**src/rtl/snoop_bus_arbiter.sv**
```systemverilog
// Round-robin arbiter and sequencer for the shared MSI snoop bus.
// Grants one cache, broadcasts its message, holds a snoop window, then runs any writeback.
module snoop_bus_arbiter #(
    parameter int N            = 4,
    parameter int IDW          = 2,
    parameter int SNOOP_CYCLES = 2
) (
    input  logic             clk_i,
    input  logic             rst_i,
    input  logic [N-1:0]     req_i,
    input  logic [2*N-1:0]   msg_in_i,
    input  logic [N-1:0]     wb_req_i,
    input  logic             wb_done_i,
    output logic [N-1:0]     grant_o,
    output logic             bus_valid_o,
    output logic [1:0]       bus_msg_o,
    output logic [IDW-1:0]   bus_owner_o,
    output logic [N-1:0]     wb_grant_o,
    output logic             done_o,
    output logic             busy_o,
    output logic             protocol_err_o
);

    localparam int CW = (SNOOP_CYCLES > 1) ? $clog2(SNOOP_CYCLES) : 1;

    typedef enum logic [2:0] {
        S_IDLE,
        S_BCAST,
        S_SNOOP,
        S_WB,
        S_DONE
    } state_e;

    state_e         state_q, state_d;
    logic [IDW-1:0] owner_q, owner_d;
    logic [IDW-1:0] ptr_q, ptr_d;
    logic [1:0]     msg_q, msg_d;
    logic [N-1:0]   pend_q, pend_d;
    logic [CW-1:0]  cnt_q, cnt_d;
    logic           perr_q, perr_d;

    logic           found;
    logic [IDW-1:0] win;
    logic [1:0]     win_msg;
    int             idx;
    logic [N-1:0]   own_oh;
    logic [N-1:0]   pend_low;
    logic           pend_multi;

    assign own_oh     = N'(1) << owner_q;
    assign pend_low   = pend_q & (~pend_q + N'(1));
    assign pend_multi = |(pend_q & (pend_q - N'(1)));

    // Scan ptr, ptr+1, ... wrapping; the first eligible port wins.
    always_comb begin
        found   = 1'b0;
        win     = '0;
        win_msg = 2'b00;
        idx     = 0;
        for (int i = 0; i < N; i++) begin
            idx = int'(ptr_q) + i;
            if (idx >= N) idx = idx - N;
            if (!found && req_i[idx] && (msg_in_i[2*idx +: 2] != 2'b00)) begin
                found   = 1'b1;
                win     = IDW'(idx);
                win_msg = msg_in_i[2*idx +: 2];
            end
        end
    end

    always_comb begin
        state_d = state_q;
        owner_d = owner_q;
        ptr_d   = ptr_q;
        msg_d   = msg_q;
        pend_d  = pend_q;
        cnt_d   = cnt_q;
        perr_d  = perr_q;
        unique case (state_q)
            S_IDLE: begin
                if (found) begin
                    owner_d = win;
                    msg_d   = win_msg;
                    pend_d  = '0;
                    state_d = S_BCAST;
                end
            end
            S_BCAST: begin
                cnt_d   = CW'(SNOOP_CYCLES - 1);
                state_d = S_SNOOP;
            end
            S_SNOOP: begin
                // Invalidates only hit shared copies, so no writeback can be owed.
                if (msg_q != 2'b11) pend_d = pend_q | (wb_req_i & ~own_oh);
                if (cnt_q == '0) begin
                    state_d = (pend_d != '0) ? S_WB : S_DONE;
                end else begin
                    cnt_d = cnt_q - 1'b1;
                end
            end
            S_WB: begin
                if (pend_multi) perr_d = 1'b1;
                if (wb_done_i) state_d = S_DONE;
            end
            S_DONE: begin
                ptr_d   = (owner_q == IDW'(N - 1)) ? '0 : owner_q + 1'b1;
                state_d = S_IDLE;
            end
            default: state_d = S_IDLE;
        endcase
    end

    always_ff @(posedge clk_i or posedge rst_i) begin
        if (rst_i) begin
            state_q <= S_IDLE;
            owner_q <= '0;
            ptr_q   <= '0;
            msg_q   <= 2'b00;
            pend_q  <= '0;
            cnt_q   <= '0;
            perr_q  <= 1'b0;
        end else begin
            state_q <= state_d;
            owner_q <= owner_d;
            ptr_q   <= ptr_d;
            msg_q   <= msg_d;
            pend_q  <= pend_d;
            cnt_q   <= cnt_d;
            perr_q  <= perr_d;
        end
    end

    logic owning;
    assign owning = (state_q == S_BCAST) || (state_q == S_SNOOP) || (state_q == S_WB);

    assign grant_o        = owning ? own_oh : '0;
    assign bus_valid_o    = (state_q == S_BCAST);
    assign bus_msg_o      = (state_q != S_IDLE) ? msg_q : 2'b00;
    assign bus_owner_o    = (state_q != S_IDLE) ? owner_q : '0;
    assign wb_grant_o     = (state_q == S_WB) ? pend_low : '0;
    assign done_o         = (state_q == S_DONE);
    assign busy_o         = (state_q != S_IDLE);
    assign protocol_err_o = perr_q | ((state_q == S_WB) && pend_multi);

endmodule

```
**config.mk**
```make
export PLATFORM = sky130hd
export DESIGN_NAME = snoop_bus_arbiter
export DESIGN_NICKNAME = d
export VERILOG_FILES = /design/src/rtl/snoop_bus_arbiter.sv
export SDC_FILE = /design/constraint.sdc
export NUM_CORES = 1
export LEC_CHECK = 0
export ABC_AREA = 1
export CORE_AREA = 2 2 60 62
export CTS_CLUSTER_DIAMETER = 200
export DETAILED_ROUTE_END_ITERATION = 10
export DIE_AREA = 0 0 62 64
export PLACE_DENSITY = 0.79
export SLEW_MARGIN = 20
export SYNTH_ARGS = -nofsm -noshare
export SYNTH_HDL_FRONTEND = slang
export SYNTH_SLANG_ARGS = --single-unit
```
**constraint.sdc**
```tcl
create_clock -name clk_i -period 2 [get_ports clk_i]
set_input_delay 0.4 -clock clk_i [delete_from_list [all_inputs] [get_ports clk_i]]
set_output_delay 0.4 -clock clk_i [all_outputs]
set_load 0.01 [all_outputs]
```
==> impl_metrics.yaml, run 1 <==
global_routing:
  grt_max_degree: 16
  track_usage_pct: 19.7
  grt_pass1_wl_um: 5950
  antenna_found_initial: 0
  grt_overflow: 0
  grt_pass1_vias: 1406
power:
  power_frac_seq_pct: 14.8
  clkPwrFrac_pct: 4.6
  p_int_uw: 1800
  fin_total_pwr_uw: 3810
  p_leak_uw: 0.00112
  p_switching_uw: 2020
  max-vdd-ir-drop_mv: 1.11
  power_density_nw_per_um2: 1880
  combPwrFrac_pct: 80.6
  swShare_pct: 52.8
finish:
  stdcell_count: 338
  drive_gt1_share_pct: 17.5
  antenna_cells: 0
  final_common_cell: "nand2_1"
  num-nets-final: 319
  layout_common_cells: "nand2_1 (78), inv_1 (32), nand3_1 (27), nor2_1 (22), buf_4 (20)"
  area_growth_pct: 40.4
die:
  core_sq_um: 3280
  start_util_pct: 44.0
  dieWidth_um: 62
  die_y_um: 64
  die-area_sq_um: 3970
  row_count: 21
  io-pin-count: 35
status:
  status: "finished, final reports clean"
cts:
  cts_buffers: 3
  cts_tree: "built"
  cts_root_buf: "clkbuf_4"
  cts_hold_buf: 0
  cts_num_sinks: 15
  clockBufferDepth: 2
  path_clk_slew_ns: 0.09
  htreeDepth: 1
  insertion_delay_ns: 0.29
sta:
  maxSlewHeadroom_pct: 60.5
  hold_viol_final: 0
  slew_violations: 0
  min_period_ns: 1.92
  skew_ns: 0.00152
  setup_violations: 0
  fin_crit_sh_pct: 95.9
  rsz0062_at_grt: "yes"
  layout_setup_ws_ns: 0.0817
  worstMarginPinSlew_ns: 0.592
  max_freq_mhz: 521
synthesis:
  synth-main-ff-cell: "dfrtp_1"
  syn_nets: 261
  synth_edf_count: 0
  synth_top_area_share_pct: 26.0
  yosys.area.top_type: "dfrtp_1"
  synth.area.top_cells: "dfrtp_1 (26%), nand2_1 (21%), inv_1 (9.3%), nand3_1 (9.3%), ha_1 (6.1%)"
  synth_compound_area_share_pct: 12.1
  yosysWarnings: 0
  syn_inst: 235
  synth-simple-area-share_pct: 44.4
  synth_top_family_by_area: "simple AND/OR/NAND/NOR gates"
  synth_mux_area_share_pct: 0
  synth_cell_type_count: 27
  synth-xor-area-share_pct: 0
  ys_async_sr_fraction_pct: 100
  syn_avg_cell_area_sq_um: 6.15
  ys_ff_latch: 15
  ys_seq_area_share_pct: 26.0
  synth-adder-area-share_pct: 6.06
  synth_area_sq_um: 1450
drt:
  wirelength_um: 3780
  vias: 1660
  via_per_inst: 4.91
  ant_nets: 0
  drt_iter0_drc: 93
  avgRoutedWirePerCell_um: 11.2
  drc_errors: 0
  drtPass1Iterations: 4
worst_setup_path:
  worst-path-stages: 6
  crit_buf_inv: 4
  end_kind: "primary output"
  cp.arrival_ns: 1.52
  slowest_stage: "dfrtp_1"
  critPathKind: "reg2out"
  cp_slowest_stage_delay_ns: 0.43
  worstSetupStartpointType: "register"
  r2r_cells: 10
  cp_cell_sequence: "buf_4 -> inv_2 -> ha_1 -> inv_1 -> nor2_1 -> dlygate4sd2_1"
  cp_max_fo: 4
  cp_top_family: "buffers and inverters"
  worstPathRequired_ns: 1.60
place:
  gp_congestion: 0.961
  dp.final_hpwl_um: 3000
  port_buffers: 34
  dp.cells: 329
  dp_slack_ns: -0.0834
worst_hold_path:
  hold_class: "in2async"
flow_run:
  cap_violations: 0
-- routing by layer --
layer	part of all wire [%]	vias to the layer above	GRT usage [%]
li1	-	865	-
met1	46	756	28.7
met2	48	35	28.9
met3	5.1	4	4.45
met4	0.85	0	5.05
met5	0	-	0
-- cells in the mapped netlist, types with 2 or more instances --
library cell / instances
o31ai_1: 4
nand4_1: 4
o21ai_0: 10
a31oi_1: 4
a21oi_1: 3
nor2_1: 23
dfrtp_1: 15
nor3_1: 2
nand3_1: 27
nand3b_1: 2
nand2_1: 79
nand2_4: 3
inv_1: 36
inv_2: 2
o21bai_1: 3
ha_1: 7
-- logic make-up (layout without fill, tap and decap cells) --
logic type,after synthesis,count (layout)
flops,15,15
simple gates,145,145
compound gates,27,27
buf+inv,41,98
fa+ha+maj,7,7
-- metrics by stage --
stage | utilization [%] | TNS (ns) | hold WS [ns] | instance area [sq um]
floorplan | - | 0 | 0.301 | 1450
global placement | 59.3 | -0.0920 | 0.454 | 1950
detailed placement | 59.3 | -0.398 | 0.460 | 1950
CTS | 60.5 | 0 | 0.467 | 1990
global route | 61.8 | -0.0303 | 0.497 | 2030
finish | 61.8 | 0 | 0.463 | 2030
-- registers in the layout (all words and copies together) (netlist names) --
| register | flops |
|---|---|
| perr_q | 1 |
| state_q | 3 |
| ptr_q | 2 |
| cnt_q | 1 |
| pend_q | 4 |
| msg_q | 2 |
| owner_q | 2 |
-- cell type report --
class	instances	area [sq um]
clock buffers	3	22.5
clock inverters	1	5.00
fillers	319	1250
inverters	38	145
multi-input cells	179	942
flip-flops and latches	15	375
well taps	46	57.6
repair buffers	56	483
-- timing repair --
| action | in CTS | in global routing |
|---|---|---|
| endpoints found under the hold margin | 0 | 0 |
| buffers inserted | 4 | 2 |
| resized for setup | 15 | 26 |
| pin swaps | 0 | 1 |
| setup endpoints to repair | 14 | 20 |
-- power by group through the flow --
stage / clock network, uW / registers, uW / logic, uW
global route: 196 / 578 / 3460
floorplan: 0 / 563 / 1950
finish: 176 / 563 / 3070
detailed placement: 0 / 565 / 2900
global placement: 0 / 562 / 2850
CTS: 180 / 556 / 2900
-- path summary, 6_finish.rpt --
check                      startpoint         end  slack, ns
hold / removal                  rst_i      perr_q       0.46
setup reg to reg             ptr_q[0]  state_q[0]       0.09
max in group asynchronous       rst_i  state_q[1]       1.15
hold reg to reg                perr_q      perr_q       0.48
setup / recovery           owner_q[0]  grant_o[0]       0.08
min in group clk_i             perr_q      perr_q       0.48
Note: power is estimated with default switching activity, not from simulation.
==> run 2: changes to the inputs <==
--- a/config.mk
+++ b/config.mk
@@ -6,11 +6,13 @@
 export NUM_CORES = 1
 export LEC_CHECK = 0
 export ABC_AREA = 1
-export CORE_AREA = 2 2 60 62
+export CAP_MARGIN = 20
+export CORE_AREA = 2 2 55 68
 export CTS_CLUSTER_DIAMETER = 200
 export DETAILED_ROUTE_END_ITERATION = 10
-export DIE_AREA = 0 0 62 64
-export PLACE_DENSITY = 0.79
+export DIE_AREA = 0 0 57 70
+export MAX_ROUTING_LAYER = met4
+export PLACE_DENSITY = 0.78
 export SLEW_MARGIN = 20
 export SYNTH_ARGS = -nofsm -noshare
 export SYNTH_HDL_FRONTEND = slang
==> impl_metrics.yaml, run 2 (synthesis results as in run 1) <==
die:
  start_util_pct: 42.3
  die_y_um: 70
  die-area_sq_um: 3990
  row_count: 24
  io-pin-count: 35
  core_sq_um: 3420
  dieWidth_um: 57
worst_setup_path:
  cp.arrival_ns: 1.52
  r2r_end: "msg_q[0]"
  worstReg2RegStart: "ptr_q[0]"
  crit_top_cell: "inv_1"
  slowest_stage: "dfrtp_1"
  worstPathRequired_ns: 1.60
  r2r_setup_slack_ns: 0.12
  cp_slowest_stage_delay_ns: 0.40
  critPathKind: "reg2out"
  crit_buf_inv: 4
  end_kind: "primary output"
  cp_cell_sequence: "nor2_1 -> inv_1 -> nor2_2 -> buf_4 -> inv_1 -> dlygate4sd2_1"
  worstSetupStartpointType: "register"
  cp_top_family: "buffers and inverters"
  r2r_cells: 12
  cp_max_fo: 4
global_routing:
  antenna_found_initial: 0
  grt_pass1_vias: 1574
  grt-busiest-layer: "met2"
  grt_overflow: 0
  grt_max_degree: 16
  met1_usage_pct: 21.7
  track_usage_pct: 20.6
  met2_usage_pct: 36.3
  met3_usage_pct: 2.04
  grt_pass1_wl_um: 6470
finish:
  area_growth_pct: 41.1
  register_area_sq_um: 375
  largest_reg_flops: 4
  antenna_cells: 0
  fin_util_pct: 59.6
  multi_input_area_sq_um: 947
  regMostFlops: "pend_q"
  final_common_cell: "nand2_1"
  reg_top3: "pend_q x4, state_q x3"
  num-nets-final: 318
  drive_gt1_share_pct: 15.1
  layout_common_cells: "nand2_1 (79), inv_1 (35), nand3_1 (27), buf_4 (20), nor2_1 (19)"
  fill_cells: 350
  stdcell_count: 330
place:
  dp_slack_ns: -0.0868
  port_buffers: 34
  dp.cells: 322
  gp_congestion: 0.959
  dp.final_hpwl_um: 3000
sta:
  slew_violations: 0
  min_period_ns: 1.92
  maxSlewHeadroom_pct: 63.3
  skew_ns: 0.00330
  fin_tns_setup_ns: 0
  worstMarginPinSlew_ns: 0.550
  max_freq_mhz: 521
  layout_setup_ws_ns: 0.0802
  setup_violations: 0
  fin_crit_sh_pct: 96.0
  hold_viol_final: 0
  rsz0062_at_grt: "no"
cts:
  clockBufferDepth: 2
  insertion_delay_ns: 0.25
  cts_root_buf: "clkbuf_8"
  cts_buffers: 3
  htreeDepth: 1
  path_clk_slew_ns: 0.06
  cts_num_sinks: 15
  cts_tree: "built"
drt:
  vias: 1633
  ant_nets: 0
  avgRoutedWirePerCell_um: 11.3
  drc_errors: 0
  via_per_inst: 4.95
  drtPass1Iterations: 4
  drt_iter0_drc: 52
  wirelength_um: 3730
power:
  p_leak_uw: 0.00112
  power_density_nw_per_um2: 1890
  max-vdd-ir-drop_mv: 1.03
flow_run:
  cap_violations: 0
worst_hold_path:
  hold_class: "in2async"
status:
  status: "finished, final reports clean"
run 2: cell count changes in the layout (fill, tap and decap cells not counted), sizes merged:
| cell | change |
|---|---|
| dlymetal6s2s | -1 |
| buf | -1 |
| clkbuf | -2 |
| dlygate4sd2 | +5 |
| clkdlybuf4s15 | -1 |
| clkinv | -1 |
run 2: cell type report:
cell class              instances  share of cell area [%]
flip-flops and latches         15                    18.4
well taps                      39                    2.39
multi-input cells             179                    46.4
clock buffers                   4                    2.21
repair buffers                 55                    23.6
inverters                      38                    6.99
run 2: worst max-delay path by stage:
| stage | from | end | slack, ns | depth (start not counted) |
|---|---|---|---|---|
| 3_3_place_gp | req_i[2] | msg_q[1] | -0.07 | 12 |
| 3_5_place_dp | req_i[2] | msg_q[0] | -0.09 | 12 |
| 6_report | state_q[1] | busy_o | 0.08 | 6 |
| 4_1_cts | state_q[1] | done_o | 0.004 | 4 |
| 2_1_floorplan | ptr_q[1] | msg_q[0] | 0.002 | 15 |
| 5_1_grt | state_q[1] | busy_o | 0.0008 | 6 |
run 2: stage by stage:
stage	instance area, sq um	hold WS [ns]	total power [uW]
2_1_floorplan	1450	0.301	2520
3_3_place_gp	1940	0.455	3400
3_5_place_dp	1940	0.496	3440
4_1_cts	1970	0.513	3620
5_1_grt	2040	0.526	4290
6_report	2040	0.497	3850
run 2: routing by layer:
metal  wire (um)  vias up  part of all wire (%)
met4         131        0                   3.5
met3         130       14                   3.5
li1            -      865                     -
met5           0        -                     0
met1        1490      709                    40
met2        1980       45                    53
run 2: report_power, final:
part | leakage [uW] | switching [uW] | internal [uW]
Clock | 0.0000228 | 106 | 141
Combinational | 0.000917 | 1750 | 1280
Sequential | 0.000182 | 123 | 456
run 2: repair_timing:
action | CTS | global route
hold endpoints to repair | 0 | 0
setup buffers | 0 | 4
hold buffers | 0 | 0
endpoints found under the setup margin | 15 | 13
gates resized for setup | 17 | 15
pin swaps | 1 | 2
